===== src/rtl/pulse_pkg.sv =====
// Shared definitions for the pulse stretcher.
//   state_t    : FSM state encoding (IDLE / HOLD / GUARD)
//   CNT_W_DEF  : default width of the length input and hold counter
package pulse_pkg;
  localparam int CNT_W_DEF = 8;

  typedef enum logic [1:0] {
    S_IDLE  = 2'd0,
    S_HOLD  = 2'd1,
    S_GUARD = 2'd2
  } state_t;
endpackage


===== src/rtl/load_downcnt.sv =====
// Loadable saturating down-counter.
//   clk, rst_n : clock, async active-low reset (count -> 0)
//   load       : load load_val (has priority over en)
//   load_val   : value to load
//   en         : decrement by one; holds at zero, never wraps
//   zero       : count is zero
module load_downcnt #(
  parameter int W = pulse_pkg::CNT_W_DEF
) (
  input  logic         clk,
  input  logic         rst_n,
  input  logic         load,
  input  logic [W-1:0] load_val,
  input  logic         en,
  output logic         zero
);
  logic [W-1:0] cnt;

  always_ff @(posedge clk or negedge rst_n) begin
    if (!rst_n)                 cnt <= '0;
    else if (load)              cnt <= load_val;
    else if (en && cnt != '0)   cnt <= cnt - W'(1);
  end

  assign zero = (cnt == '0);
endmodule


===== src/rtl/pulse_stretch.sv =====
// Pulse stretcher: turns a single-cycle trig into a level held high for
// len cycles, followed by GAP mandatory low (guard) cycles.
//   clk, rst_n : clock, async active-low reset
//   trig       : single-cycle request
//   len        : requested high duration, sampled on an accepted trig
//   retrig_en  : 1 = trig during HOLD reloads the hold counter
//   level      : stretched output
//   busy       : state != IDLE
//   done       : one-cycle strobe in the first cycle after level falls
//   drop       : one-cycle strobe the cycle after an ignored trig
module pulse_stretch import pulse_pkg::*; #(
  parameter int CNT_W = CNT_W_DEF,
  parameter int GAP   = 2
) (
  input  logic             clk,
  input  logic             rst_n,
  input  logic             trig,
  input  logic [CNT_W-1:0] len,
  input  logic             retrig_en,
  output logic             level,
  output logic             busy,
  output logic             done,
  output logic             drop
);
  // The done cycle is the first guard cycle, so the guard counter starts at GAP-1.
  localparam logic [7:0] GUARD_LAST = (GAP > 0) ? 8'(GAP - 1) : 8'd0;

  state_t     state;
  logic [7:0] gcnt;
  logic       len_ok, accept, retrig, zero;

  assign len_ok = (len != '0);
  assign accept = (state == S_IDLE) && trig && len_ok;
  assign retrig = (state == S_HOLD) && trig && retrig_en && len_ok;

  // Counter holds len-1 in the first high cycle, so zero marks the last one.
  load_downcnt #(.W(CNT_W)) u_cnt (
    .clk      (clk),
    .rst_n    (rst_n),
    .load     (accept | retrig),
    .load_val (len - CNT_W'(1)),
    .en       (state == S_HOLD),
    .zero     (zero)
  );

  always_ff @(posedge clk or negedge rst_n) begin
    if (!rst_n) begin
      state <= S_IDLE;
      gcnt  <= '0;
      level <= 1'b0;
      busy  <= 1'b0;
      done  <= 1'b0;
      drop  <= 1'b0;
    end else begin
      done <= 1'b0;
      drop <= 1'b0;
      case (state)
        S_IDLE: begin
          if (trig) begin
            if (len_ok) begin
              state <= S_HOLD;
              level <= 1'b1;
              busy  <= 1'b1;
            end else begin
              drop <= 1'b1;
            end
          end
        end
        S_HOLD: begin
          // A retrigger wins over expiry: level simply stays high.
          if (!retrig) begin
            if (trig) drop <= 1'b1;
            if (zero) begin
              level <= 1'b0;
              done  <= 1'b1;
              if (GAP > 0) begin
                state <= S_GUARD;
                gcnt  <= GUARD_LAST;
              end else begin
                state <= S_IDLE;
                busy  <= 1'b0;
              end
            end
          end
        end
        S_GUARD: begin
          if (trig) drop <= 1'b1;
          if (gcnt == 8'd0) begin
            state <= S_IDLE;
            busy  <= 1'b0;
          end else begin
            gcnt <= gcnt - 8'd1;
          end
        end
        default: state <= S_IDLE;
      endcase
    end
  end
endmodule


===== config.mk =====
export PLATFORM = sky130hd
export DESIGN_NAME = pulse_stretch
export DESIGN_NICKNAME = d
export VERILOG_FILES = /design/src/rtl/pulse_pkg.sv /design/src/rtl/load_downcnt.sv /design/src/rtl/pulse_stretch.sv
export SDC_FILE = /design/constraint.sdc
export NUM_CORES = 1
export LEC_CHECK = 0
export BUFFER_PORTS_ARGS = -buffer_cell sky130_fd_sc_hd__buf_2
export CAP_MARGIN = 20
export CORE_MARGIN = 2
export CORE_UTILIZATION = 51
export CTS_CLUSTER_SIZE = 8
export DETAILED_ROUTE_END_ITERATION = 7
export PLACE_DENSITY = 0.75
export SLEW_MARGIN = 40
export SYNTH_ARGS = -nofsm -noshare
export SYNTH_HDL_FRONTEND = slang
export SYNTH_SLANG_ARGS = --single-unit

===== constraint.sdc =====
create_clock -name clk -period 2.3 [get_ports clk]
set_clock_uncertainty 0.05 [all_clocks]
set_input_delay 0.575 -clock clk [delete_from_list [all_inputs] [get_ports clk]]
set_output_delay 0.575 -clock clk [all_outputs]
set_load 0.005 [all_outputs]

== Word-level counts from Yosys, hierarchy flattened ==
Index checks and enable logic that the tools add are counted.
Storage, ports and cells
  flip-flop bits (word level): 22
  output and inout port bits: 4
  logic and storage cells: 65
Operators by class
  $add $sub $neg: 3
  equal/unequal tests: 8
  muxes and demuxes: 27
  bitwise gates (word level): 1
  reductions and logical operators: 19
Operators by type and width (number)
  two-way mux 8 bit: 5
  subtractor 8 x 1 -> 8 bit, second input constant: 3
  zero test 8 bit: 2
  case mux 8 bit (2 select lines): 1
  nonzero test 8 bit: 2
  two-way mux 1 bit: 12
  inequality test 2 bit, second input constant: 6
  two-way mux 2 bit: 5
  AND reduction 5 bit: 2
  AND reduction 4 bit: 2
  nonzero test 2 bit: 4
  logical AND 1 bit: 6
  case mux 2 bit (3 select lines): 1
  case mux 1 bit (2 select lines): 2
  case mux 1 bit (3 select lines): 1
  equality test 2 x 1 -> 1 bit, second input constant: 1
  equality test 2 bit, second input constant: 1
  zero test 2 bit: 1
  bitwise OR 1 bit: 1

== Longest topological paths before layout ==
Gate-level depths: netlist (run 1).
  depth after elaboration: 6
  mapped depth: 10
  mapped depth without buffers: 9

== Hierarchy ==
Synthesis (run 1) repeated with hierarchy kept, for this count alone.
Unflattened totals
  cells, all modules: 160
  area, all modules: 1491.4 um^2
By module, submodules not included
  pulse_stretch: instances 1, cells an instance 92, area each 915.9 um^2, sequential area each 350.3 um^2
  load_downcnt: instances 1, cells an instance 68, area each 575.6 um^2, sequential area each 200.2 um^2

== Worst setup path before layout (run 1) ==
No wires, ideal clock.
  path type: in2reg
  from: input len[6]
  to: register u_cnt.cnt[4]
  setup time: 0.128 ns
  data arrival time: 2.747 ns
  required time: 2.122 ns
  setup slack: -0.625 ns
  stages: 10
  path through: or4_4 > o31a_1 > buf_6 > nand2_2 > mux2i_1 > ha_1 > nand4bb_1 > a211oi_1 > xnor2_1 > mux2i_1
On the way
  word-level cells in the longest chain between the ends: 4
  elaborated cells between the ends (all ways): 6
  classes of those cells: 1 x mux; 1 x bitwise; 4 x reduce/logical
Ends and longest elaborated chain
  start: declaration: line pulse_stretch.sv:18  | input logic [CNT_W-1:0] len,
  nonzero test 8 bit *: line pulse_stretch.sv:32  | assign len_ok = (len != '0);
  logical AND 1 bit, on equally long branches: line pulse_stretch.sv:33, pulse_stretch.sv:34
  bitwise OR 1 bit *: line pulse_stretch.sv:40  | .load (accept | retrig),
  two-way mux 8 bit or nonzero test 2 bit (tied branches)
  end signal: assignment: line load_downcnt.sv:21  | else if (load) cnt <= load_val;
  end signal: assignment: line load_downcnt.sv:22  | else if (en && cnt != '0) cnt <= cnt - W'(1);
  end: declaration: line load_downcnt.sv:17  | logic [W-1:0] cnt;
Every way passes the cells marked *; elsewhere a longest branch is shown, timed or not.
A chain may end at the register's enable or synchronous reset.

== Final worst setup path (run 1) ==
  from: input len[6]
  to: register u_cnt.cnt[6]
On the way
  word-level cells in the longest chain between the ends: 4
  elaborated cells between the ends (all ways): 7
  classes of those cells: 1 x add/sub; 1 x mux; 1 x bitwise; 4 x reduce/logical
Ends and longest elaborated chain
  branches (longest 4 deep; another with subtractor 8 x 1 -> 8 bit)
Several ways; the timed one is not identified.

==> flow_metrics.env, run 1 <==
export IMPL_start_util_pct=54.40
export IMPL_drt_wl_total_mm=3.366
export IMPL_synthArstFlopShare_pct=100.0
export IMPL_fin_crit_ps=2525
export IMPL_synthDistinctLibCells=44
export IMPL_cap_violations=0
export IMPL_critPathCaptureType="flop"
export IMPL_die_area_um2=3096
export IMPL_met3_wirelength_um=140
export IMPL_grt_pass1_vias=1310
export IMPL_hold_slack_ps=156.1
export IMPL_cts_reportedPaths_clkPinSlew_ps=110
export IMPL_violations="negative setup slack"
export IMPL_synth_top_family_by_area="simple AND/OR/NAND/NOR gates"
export IMPL_clock_sinks=22
export IMPL_numCtsBuffers=3
export IMPL_synth_mux_area_share_pct=8.924
export IMPL_syn_nets=153
export IMPL_netlist_area_um2=1360
export IMPL_timing_final_crit_share_pct=109.8
export IMPL_grt_max_degree=23
export IMPL_drive_gt1_share_pct=32.39
export IMPL_yosysSeqAreaShare_pct=40.48
export IMPL_cts_buffer_depth=2
export IMPL_slew_violations=0
export IMPL_cp_arrival_ps=2720
export IMPL_wl_per_cell_um=16.34
export IMPL_crit_type="in -> reg"
export IMPL_viasPerCell=5.942
export IMPL_peakVddDrop_mv=0.5895
export IMPL_drt_iter0_drc=36
export IMPL_rr_worst_depth=6
export IMPL_grt_antenna_before_repair=0
export IMPL_cts_tree="done"
export IMPL_clock_latency_ps=310
export IMPL_avgSynthCellArea_um2=9.855
export IMPL_cp_max_fo=5
export IMPL_fp_coreArea_um2=2500
export IMPL_synth_compound_area_share_pct=16.47
export IMPL_drtAntennaViolNets=0
export IMPL_mostFrequentLayoutCell="buf_4"
export IMPL_synthToLayoutAreaGrowth_pct=28.79
export IMPL_reg2reg_from="gcnt[0]"
export IMPL_r2r_slack_ps=210
export IMPL_grt_use_total_pct=24.04
export IMPL_synthXorXnorAreaFrac_pct=7.084
export IMPL_postSynthCellCount=138
export IMPL_ctsHoldBuffers=0
export IMPL_gp_congestion=0.8334
export IMPL_drt_met1_wl_mm=1.291
export IMPL_finalSetupViolCount=3
export IMPL_hold_viol=0
export IMPL_grt_pass1_wl_mm=5.782
export IMPL_tightest_slew_ps=681.8
export IMPL_synth_ff_type="dfrtp_1"
export IMPL_clockRootBuffer="clkbuf_4"
export IMPL_row_count=18
export IMPL_yosysWarnings=0
export IMPL_fin_area_um2=1752
export IMPL_cellPowerDensity_nw_per_um2=788.9
export IMPL_top_level_ports=16
export IMPL_overflow=0
export IMPL_final_nets=193
export IMPL_die_width_um=55.64
export IMPL_ys_ff_latch=22
export IMPL_status="complete, but fails checks"
export IMPL_r2r_end="gcnt[1]"
export IMPL_worst_setup_path_start_kind="input pin"
export IMPL_fmax_mhz=396.1
export IMPL_synth_adder_area_share_pct=2.760
export IMPL_synth_edf_count=0
export IMPL_vias=1224
export IMPL_diodes=0
export IMPL_p_leak_uw=0.0007366
export IMPL_hpwl_mm=2.471
export IMPL_dpl_instance_area_um2=1625
export IMPL_met2WireLength_mm=1.824
export IMPL_io_buffers=15
export IMPL_die_h_um=55.64
export IMPL_h_tree_depth=1
export IMPL_relSlewSlack_pct=54.13
export IMPL_mostFrequentLayoutCells="buf_4 (26), dfrtp_1 (22), buf_2 (14), nor2_1 (10), mux2i_1 (9)"
export IMPL_yosys_area_share_simple_pct=20.06
export IMPL_drc=0
export IMPL_setup_slack_ps=-224.9
export IMPL_min_delay_path_class="in -> async"
export IMPL_dr_pass1_iters=4
export IMPL_top_layer_used="met4"
export IMPL_crit_required_ps=2500
export IMPL_grt_setup_unrepaired="yes"
[synthesized netlist by cell type, drive strengths merged, types with 4 or more instances]
| library cell | number | area [um2] |
|---|---|---|
| clkbuf | 4 | 15.01 |
| mux2i | 11 | 110.1 |
| inv | 7 | 26.28 |
| xnor2 | 4 | 35.03 |
| or4 | 4 | 33.78 |
| or3 | 4 | 25.02 |
| dfrtp | 22 | 550.5 |
| a21oi | 8 | 43.79 |
| nand2 | 4 | 17.52 |
| nor4 | 4 | 25.02 |
| nor3 | 7 | 35.03 |
| xor2 | 7 | 61.31 |
| nor2 | 10 | 37.54 |
[metrics by stage]
stage | total power, uW | utilization [%] | worst slack [ps] | setup TNS [ps] | std cells
2_1_floorplan | 935.4 | - | -479.8 | -1310 | 138
3_3_place_gp | 1077 | 65.02 | -576.7 | -1871 | 198
3_5_place_dp | 1113 | 65.02 | -736.7 | -2596 | 198
4_1_cts | 1375 | 69.67 | -217.7 | -478.6 | 205
5_1_grt | 1480 | 70.07 | -315.7 | -778.3 | 206
6_report | 1382 | 70.07 | -224.9 | -530.3 | 206
[where the power goes]
part / leakage (uW) / total [uW] / switching, uW / internal [uW]
Sequential: 0.000241 / 666 / 158 / 507
Combinational: 0.000482 / 541 / 256 / 285
Clock: 0.0000138 / 176 / 114 / 61.4
[worst max-delay path: stages]
cell     delay, ps
buf_6           90
or4_4          530
o31a_1         330
nand2_8        110
mux2i_4        250
ha_4           200
or3b_1         360
xor2_1         150
mux2i_1        120
[metal layers]
metal	global-route usage, %	up-vias
met2	46.26	36
met3	4.186	11
met1	24.37	594
li1	-	583
met5	0	-
met4	12.20	0
[registers in the layout, indices dropped and copies added, names as in the netlist]
name       count
busy           1
done           1
drop           1
gcnt           8
level          1
state          2
u_cnt.cnt      8
[area by class of cell]
cell class              instances  area, um2
multi-input cells             103      838.3
fillers                       195      748.2
flip-flops and latches         22      550.5
repair buffers                 41      276.5
well taps                      30      37.54
inverters                       7      26.28
clock buffers                   3      22.52
[cells by family after synthesis]
logic type      Yosys count
simple gates             47
compound gates           30
flops                    22
buf+inv                  13
mux                      12
xor+xnor                 11
fa+ha+maj                 3
[worst max-delay path by stage]
stage,startpoint,endpoint,slack (ps),depth (start not counted)
5_1_grt,len[6],u_cnt.cnt[4],-320,10
4_1_cts,len[6],u_cnt.cnt[6],-220,9
2_1_floorplan,len[6],u_cnt.cnt[4],-480,10
3_3_place_gp,len[6],u_cnt.cnt[6],-580,10
6_report,len[6],u_cnt.cnt[6],-220,9
3_5_place_dp,len[6],u_cnt.cnt[4],-740,10
[repair_timing]
action / in CTS / in global routing
endpoints found under the setup margin: 3 / 3
pin swaps: 2 / 1
resized for setup: 8 / 1
setup buffers: 4 / 1
Power figures use the tool's default switching activity.
==> inputs of run 2 (changes only) <==
--- a/config.mk
+++ b/config.mk
@@ -8,10 +8,10 @@
 export BUFFER_PORTS_ARGS = -buffer_cell sky130_fd_sc_hd__buf_2
 export CAP_MARGIN = 20
 export CORE_MARGIN = 2
-export CORE_UTILIZATION = 51
+export CORE_UTILIZATION = 56
 export CTS_CLUSTER_SIZE = 8
 export DETAILED_ROUTE_END_ITERATION = 7
-export PLACE_DENSITY = 0.75
+export PLACE_DENSITY = 0.78
 export SLEW_MARGIN = 40
 export SYNTH_ARGS = -nofsm -noshare
 export SYNTH_HDL_FRONTEND = slang
==> constraint.sdc (replaced) <==
create_clock -name clk -period 3.23 [get_ports clk]
set_clock_uncertainty 0.05 [all_clocks]
set_input_delay 0.8075 -clock clk [delete_from_list [all_inputs] [get_ports clk]]
set_output_delay 0.8075 -clock clk [all_outputs]
set_load 0.005 [all_outputs]
==> run 2 against run 1 <==
- the run now ends clean
- power down 34%
- global-route usage about the same
- worst setup slack improved by 520 ps
- sequential power down 29%
- register-to-register slack better by 650 ps
- cell count down 12%
- critical endpoint is now u_cnt.cnt[4]
- largest power group unchanged
==> flow_metrics.env, run 2 (same netlist as run 1, synthesis figures left out) <==
export IMPL_dp_slack_ps=-26.84
export IMPL_tightest_slew_ps=558.1
export IMPL_crit_required_ps=3390
export IMPL_hold_viol=0
export IMPL_synthToLayoutAreaGrowth_pct=10.58
export IMPL_rr_worst_depth=9
export IMPL_die_area_um2=2839
export IMPL_cp_arrival_ps=3090
export IMPL_clock_latency_ps=320
export IMPL_peakVddDrop_mv=0.3457
export IMPL_crit_type="in -> reg"
export IMPL_grt_max_degree=23
export IMPL_gp_congestion=0.8907
export IMPL_r2r_end="u_cnt.cnt[4]"
export IMPL_die_width_um=53.28
export IMPL_ctsHoldBuffers=0
export IMPL_fmax_mhz=341.3
export IMPL_p_leak_uw=0.0006297
export IMPL_power_total_uw=912.3
export IMPL_numCtsBuffers=3
export IMPL_relSlewSlack_pct=62.48
export IMPL_grt_pass1_wl_mm=4.864
export IMPL_fin_crit_ps=2930
export IMPL_die_h_um=53.28
export IMPL_final_nets=170
export IMPL_dr_pass1_iters=4
export IMPL_r2r_slack_ps=860
export IMPL_cts_buffer_depth=2
export IMPL_vias=1135
export IMPL_post_cts_buffers=0
export IMPL_cap_violations=0
export IMPL_overflow=0
export IMPL_mostFrequentLayoutCell="dfrtp_1"
export IMPL_mostFrequentLayoutCells="dfrtp_1 (22), buf_2 (15), mux2i_1 (11), nor2_1 (10)"
export IMPL_cellPowerDensity_nw_per_um2=606.6
export IMPL_slew_violations=0
export IMPL_drive_gt1_share_pct=18.18
export IMPL_critPathCaptureType="flop"
export IMPL_h_tree_depth=1
export IMPL_cts_tree="done"
export IMPL_grt_use_met1_pct=33.10
export IMPL_diodes=0
export IMPL_grt_busiest_layer="met2"
export IMPL_drtAntennaViolNets=0
export IMPL_setup_slack_ps=300.0
export IMPL_grt_setup_unrepaired="no"
export IMPL_status="finished clean"
export IMPL_fillers=199
export IMPL_use_met2_pct=37.86
export IMPL_viasPerCell=6.236
export IMPL_use_met3_pct=3.390
export IMPL_grt_use_total_pct=24.02
export IMPL_reg_largest_list="gcnt: 8 flops, u_cnt.cnt: 8 flops, state: 2 flops"
export IMPL_grt_pass1_vias=1025
export IMPL_cts_reportedPaths_clkPinSlew_ps=130
export IMPL_top_level_ports=16
export IMPL_timing_final_crit_share_pct=90.71
export IMPL_wl_per_cell_um=15.86
export IMPL_finalSetupViolCount=0
export IMPL_worst_setup_path_start_kind="input pin"
export IMPL_drc=0
export IMPL_clock_sinks=22
export IMPL_reg2reg_from="state[0]"
export IMPL_drt_iter0_drc=38
export IMPL_hpwl_mm=2.169
export IMPL_start_util_pct=60.32
export IMPL_min_delay_path_class="in -> async"
export IMPL_grt_antenna_before_repair=0
export IMPL_drt_wl_total_mm=2.887
export IMPL_clockRootBuffer="clkbuf_4"
export IMPL_fp_coreArea_um2=2255
export IMPL_row_count=17
export IMPL_io_buffers=15
export IMPL_cp_max_fo=6
export IMPL_cts_resized=0
[run 2: cell count changes in the layout (fill, tap and decap cells not counted), sizes merged]
cell / before / now
buf: 41 / 18
clkbuf: 3 / 4
[run 2: worst max-delay path by stage]
stage | end | from | slack, ps
after floorplan | u_cnt.cnt[4] | len[6] | 70
after global placement | u_cnt.cnt[6] | len[6] | 90
after detailed placement | u_cnt.cnt[4] | len[2] | -30
after CTS | u_cnt.cnt[4] | len[2] | 300
after global routing | u_cnt.cnt[6] | len[2] | 100
final | u_cnt.cnt[4] | len[2] | 300
[run 2: per-layer routing]
metal,vias to the layer above,wire (um)
met5,-,0
met4,0,21
met3,3,88
met2,29,1401
met1,553,1376
li1,550,-
[run 2: power breakdown]
| part | internal (uW) | total [uW] | leakage, uW | switching [uW] |
|---|---|---|---|---|
| Combinational | 143 | 283 | 0.000368 | 140 |
| Sequential | 361 | 472 | 0.000241 | 110 |
| Clock | 69.0 | 158 | 0.0000210 | 89.1 |
[run 2: layout make-up]
| type | instances | area, um2 | share of cell area [%] |
|---|---|---|---|
| Inverter | 7 | 26.28 | 1.747 |
| Tap cell | 28 | 35.03 | 2.329 |
| Multi-Input combinational cell | 103 | 758.2 | 50.42 |
| Timing Repair Buffer | 18 | 97.59 | 6.489 |
| Clock buffer | 4 | 36.28 | 2.413 |
| Sequential cell | 22 | 550.5 | 36.61 |
[run 2: through the flow]
stage | cells | TNS, ps | hold WS (ps) | instance area, um2 | utilization, %
2_1_floorplan | 138 | 0 | 449.4 | 1360 | -
3_3_place_gp | 178 | 0 | 446.1 | 1461 | 64.82
3_5_place_dp | 178 | -26.84 | 467.1 | 1461 | 64.82
4_1_cts | 182 | 0 | 393.6 | 1498 | 66.43
5_1_grt | 182 | 0 | 415.5 | 1504 | 66.70
6_report | 182 | 0 | 381.2 | 1504 | 66.70
[run 2: critical path, cell delays in order]
cell       delay [ps]
buf_2             130
or4_4             510
o31a_1            320
nand2_2           100
mux2i_1           190
ha_1              270
nand4bb_1         210
a211oi_1          300
xnor2_1           150
mux2i_1            90
==> inputs of run 3 (changes only) <==
==> constraint.sdc (replaced) <==
create_clock -name clk -period 3.45 [get_ports clk]
set_clock_uncertainty 0.05 [all_clocks]
set_input_delay 0.8625 -clock clk [delete_from_list [all_inputs] [get_ports clk]]
set_output_delay 0.8625 -clock clk [all_outputs]
set_load 0.005 [all_outputs]
==> run 3 against run 2 <==
- sequential power down 6.8%
- sequential cell count unchanged
- worst hold slack better by 54 ps
- sequential share of layout area up 0.53 points
==> flow_metrics.env, run 3 (same netlist as run 1, synthesis figures left out) <==
export IMPL_status="finished clean"
export IMPL_synthToLayoutAreaGrowth_pct=9.016
export IMPL_h_tree_depth=1
export IMPL_clock_latency_ps=310
export IMPL_p_leak_uw=0.0006183
export IMPL_relSlewSlack_pct=65.98
export IMPL_dr_pass1_iters=4
export IMPL_fin_crit_ps=3056
export IMPL_dpl_instance_area_um2=1454
export IMPL_critPathMostFrequentCell="mux2i_1"
export IMPL_grt_pass1_wl_mm=4.747
export IMPL_fp_coreArea_um2=2255
export IMPL_tightest_slew_ps=506.1
export IMPL_r2r_end="u_cnt.cnt[6]"
export IMPL_r2r_slack_ps=1000
export IMPL_peakVddDrop_mv=0.3673
export IMPL_fmax_mhz=327.2
export IMPL_reg2reg_from="state[0]"
export IMPL_cts_reportedPaths_clkPinSlew_ps=120
export IMPL_grt_max_degree=23
export IMPL_grt_setup_unrepaired="no"
export IMPL_die_h_um=53.28
export IMPL_cellPowerDensity_nw_per_um2=552.1
export IMPL_clock_sinks=22
export IMPL_rr_worst_depth=9
export IMPL_critPathSlowestCell="or4_4"
export IMPL_reg_largest_list="gcnt: 8 flops, u_cnt.cnt: 8 flops, state: 2 flops"
export IMPL_worst_setup_path_start_kind="input pin"
export IMPL_cp_arrival_ps=3210
export IMPL_cts_tree="done"
export IMPL_crit_type="in -> reg"
export IMPL_hold_viol=0
export IMPL_drt_iter0_drc=16
export IMPL_drt_wl_total_mm=2.712
export IMPL_ctsHoldBuffers=0
export IMPL_grt_antenna_before_repair=0
export IMPL_io_buffers=15
export IMPL_die_width_um=53.28
export IMPL_gp_congestion=0.9127
export IMPL_critPathCaptureType="flop"
export IMPL_cts_resized=0
export IMPL_finalSetupViolCount=0
export IMPL_diodes=0
export IMPL_numCtsBuffers=3
export IMPL_viasPerCell=6.028
export IMPL_start_util_pct=60.32
export IMPL_grt_pass1_vias=1023
export IMPL_min_delay_path_class="in -> async"
export IMPL_vias=1085
export IMPL_mostFrequentLayoutCell="dfrtp_1"
export IMPL_worst_path_buf_inv=1
export IMPL_drive_gt1_share_pct=17.11
export IMPL_drtAntennaViolNets=0
export IMPL_row_count=17
export IMPL_max_stage_delay_ps=550
export IMPL_crit_required_ps=3610
export IMPL_timing_final_crit_share_pct=88.58
export IMPL_fillers=210
export IMPL_clockRootBuffer="clkbuf_4"
export IMPL_top_level_ports=16
export IMPL_wl_per_cell_um=15.07
export IMPL_overflow=0
export IMPL_post_cts_buffers=0
export IMPL_cts_buffer_depth=2
export IMPL_cp_top_family="simple AND/OR/NAND/NOR gates"
export IMPL_slew_violations=0
export IMPL_die_area_um2=2839
export IMPL_cap_violations=0
export IMPL_mostFrequentLayoutCells="dfrtp_1 (22), buf_2 (15), mux2i_1 (11), nor2_1 (10)"
export IMPL_cp_max_fo=6
export IMPL_fin_area_um2=1483
export IMPL_hpwl_mm=2.067
export IMPL_drc=0
export IMPL_final_nets=169
export IMPL_tns_ps=0
export IMPL_grt_use_total_pct=23.04
export IMPL_path_cells="buf_2, or4_4, o31a_1, nand2_2, mux2i_1, ha_1, nand4bb_1, a211oi_1, xnor2_1, mux2i_1"
==> run 3: cell types whose count changed in the layout (fill, tap and decap cells not counted) <==
cell / previous run / this run
buf_4: 3 / 2
clkbuf_8: 1 / 0
==> run 3: layout make-up <==
class | instances | area, um2 | area share (%)
clock buffer | 3 | 22.52 | 1.519
inverter | 7 | 26.28 | 1.772
multi-input combinational | 103 | 758.2 | 51.14
sequential | 22 | 550.5 | 37.13
tap | 28 | 35.03 | 2.363
timing repair buffer | 17 | 90.09 | 6.076
==> run 3: report_power, final <==
part	switching, uW	total [uW]	internal (uW)
Combinational	126	259	133
Sequential	102	440	338
Clock	78.9	120	40.9
==> run 3: per-stage QoR <==
step | hold WS [ps] | worst slack, ps | instances | util (%) | total power [uW]
finish | 435.3 | 393.9 | 180 | 65.76 | 818.6
CTS | 452.2 | 406.5 | 180 | 65.48 | 819.7
global placement | 441.6 | 155.4 | 177 | 64.48 | 685.2
global route | 488.0 | 247.9 | 180 | 65.76 | 878.4
floorplan | 449.4 | 237.5 | 138 | - | 612.9
detailed placement | 455.0 | 70.31 | 177 | 64.48 | 699.5
==> run 3: worst reg2reg max path, cell delays in order (launching register included) <==
cell,delay (ps)
dfrtp_1,530
nand2b_1,130
and2_1,260
nand2_2,180
mux2i_1,220
ha_1,270
nand4bb_1,180
a211oi_1,290
xnor2_1,150
mux2i_1,90
==> run 3: metal layers <==
metal,global-route usage (%),vias up,share of wire [%]
li1,-,543,-
met1,32.79,526,49
met2,36.01,12,48
met3,2.542,4,1.9
met4,8.120,0,1.3
met5,0,-,0
==> run 3: worst max-delay path by stage <==
| stage | cells after the start | start | slack [ps] | to |
|---|---|---|---|---|
| after floorplan | 10 | len[6] | 240 | u_cnt.cnt[4] |
| after global placement | 10 | len[6] | 160 | u_cnt.cnt[6] |
| after detailed placement | 10 | len[2] | 70 | u_cnt.cnt[6] |
| after CTS | 10 | len[2] | 410 | u_cnt.cnt[6] |
| after global routing | 10 | len[2] | 250 | u_cnt.cnt[6] |
| final | 10 | len[2] | 390 | u_cnt.cnt[6] |
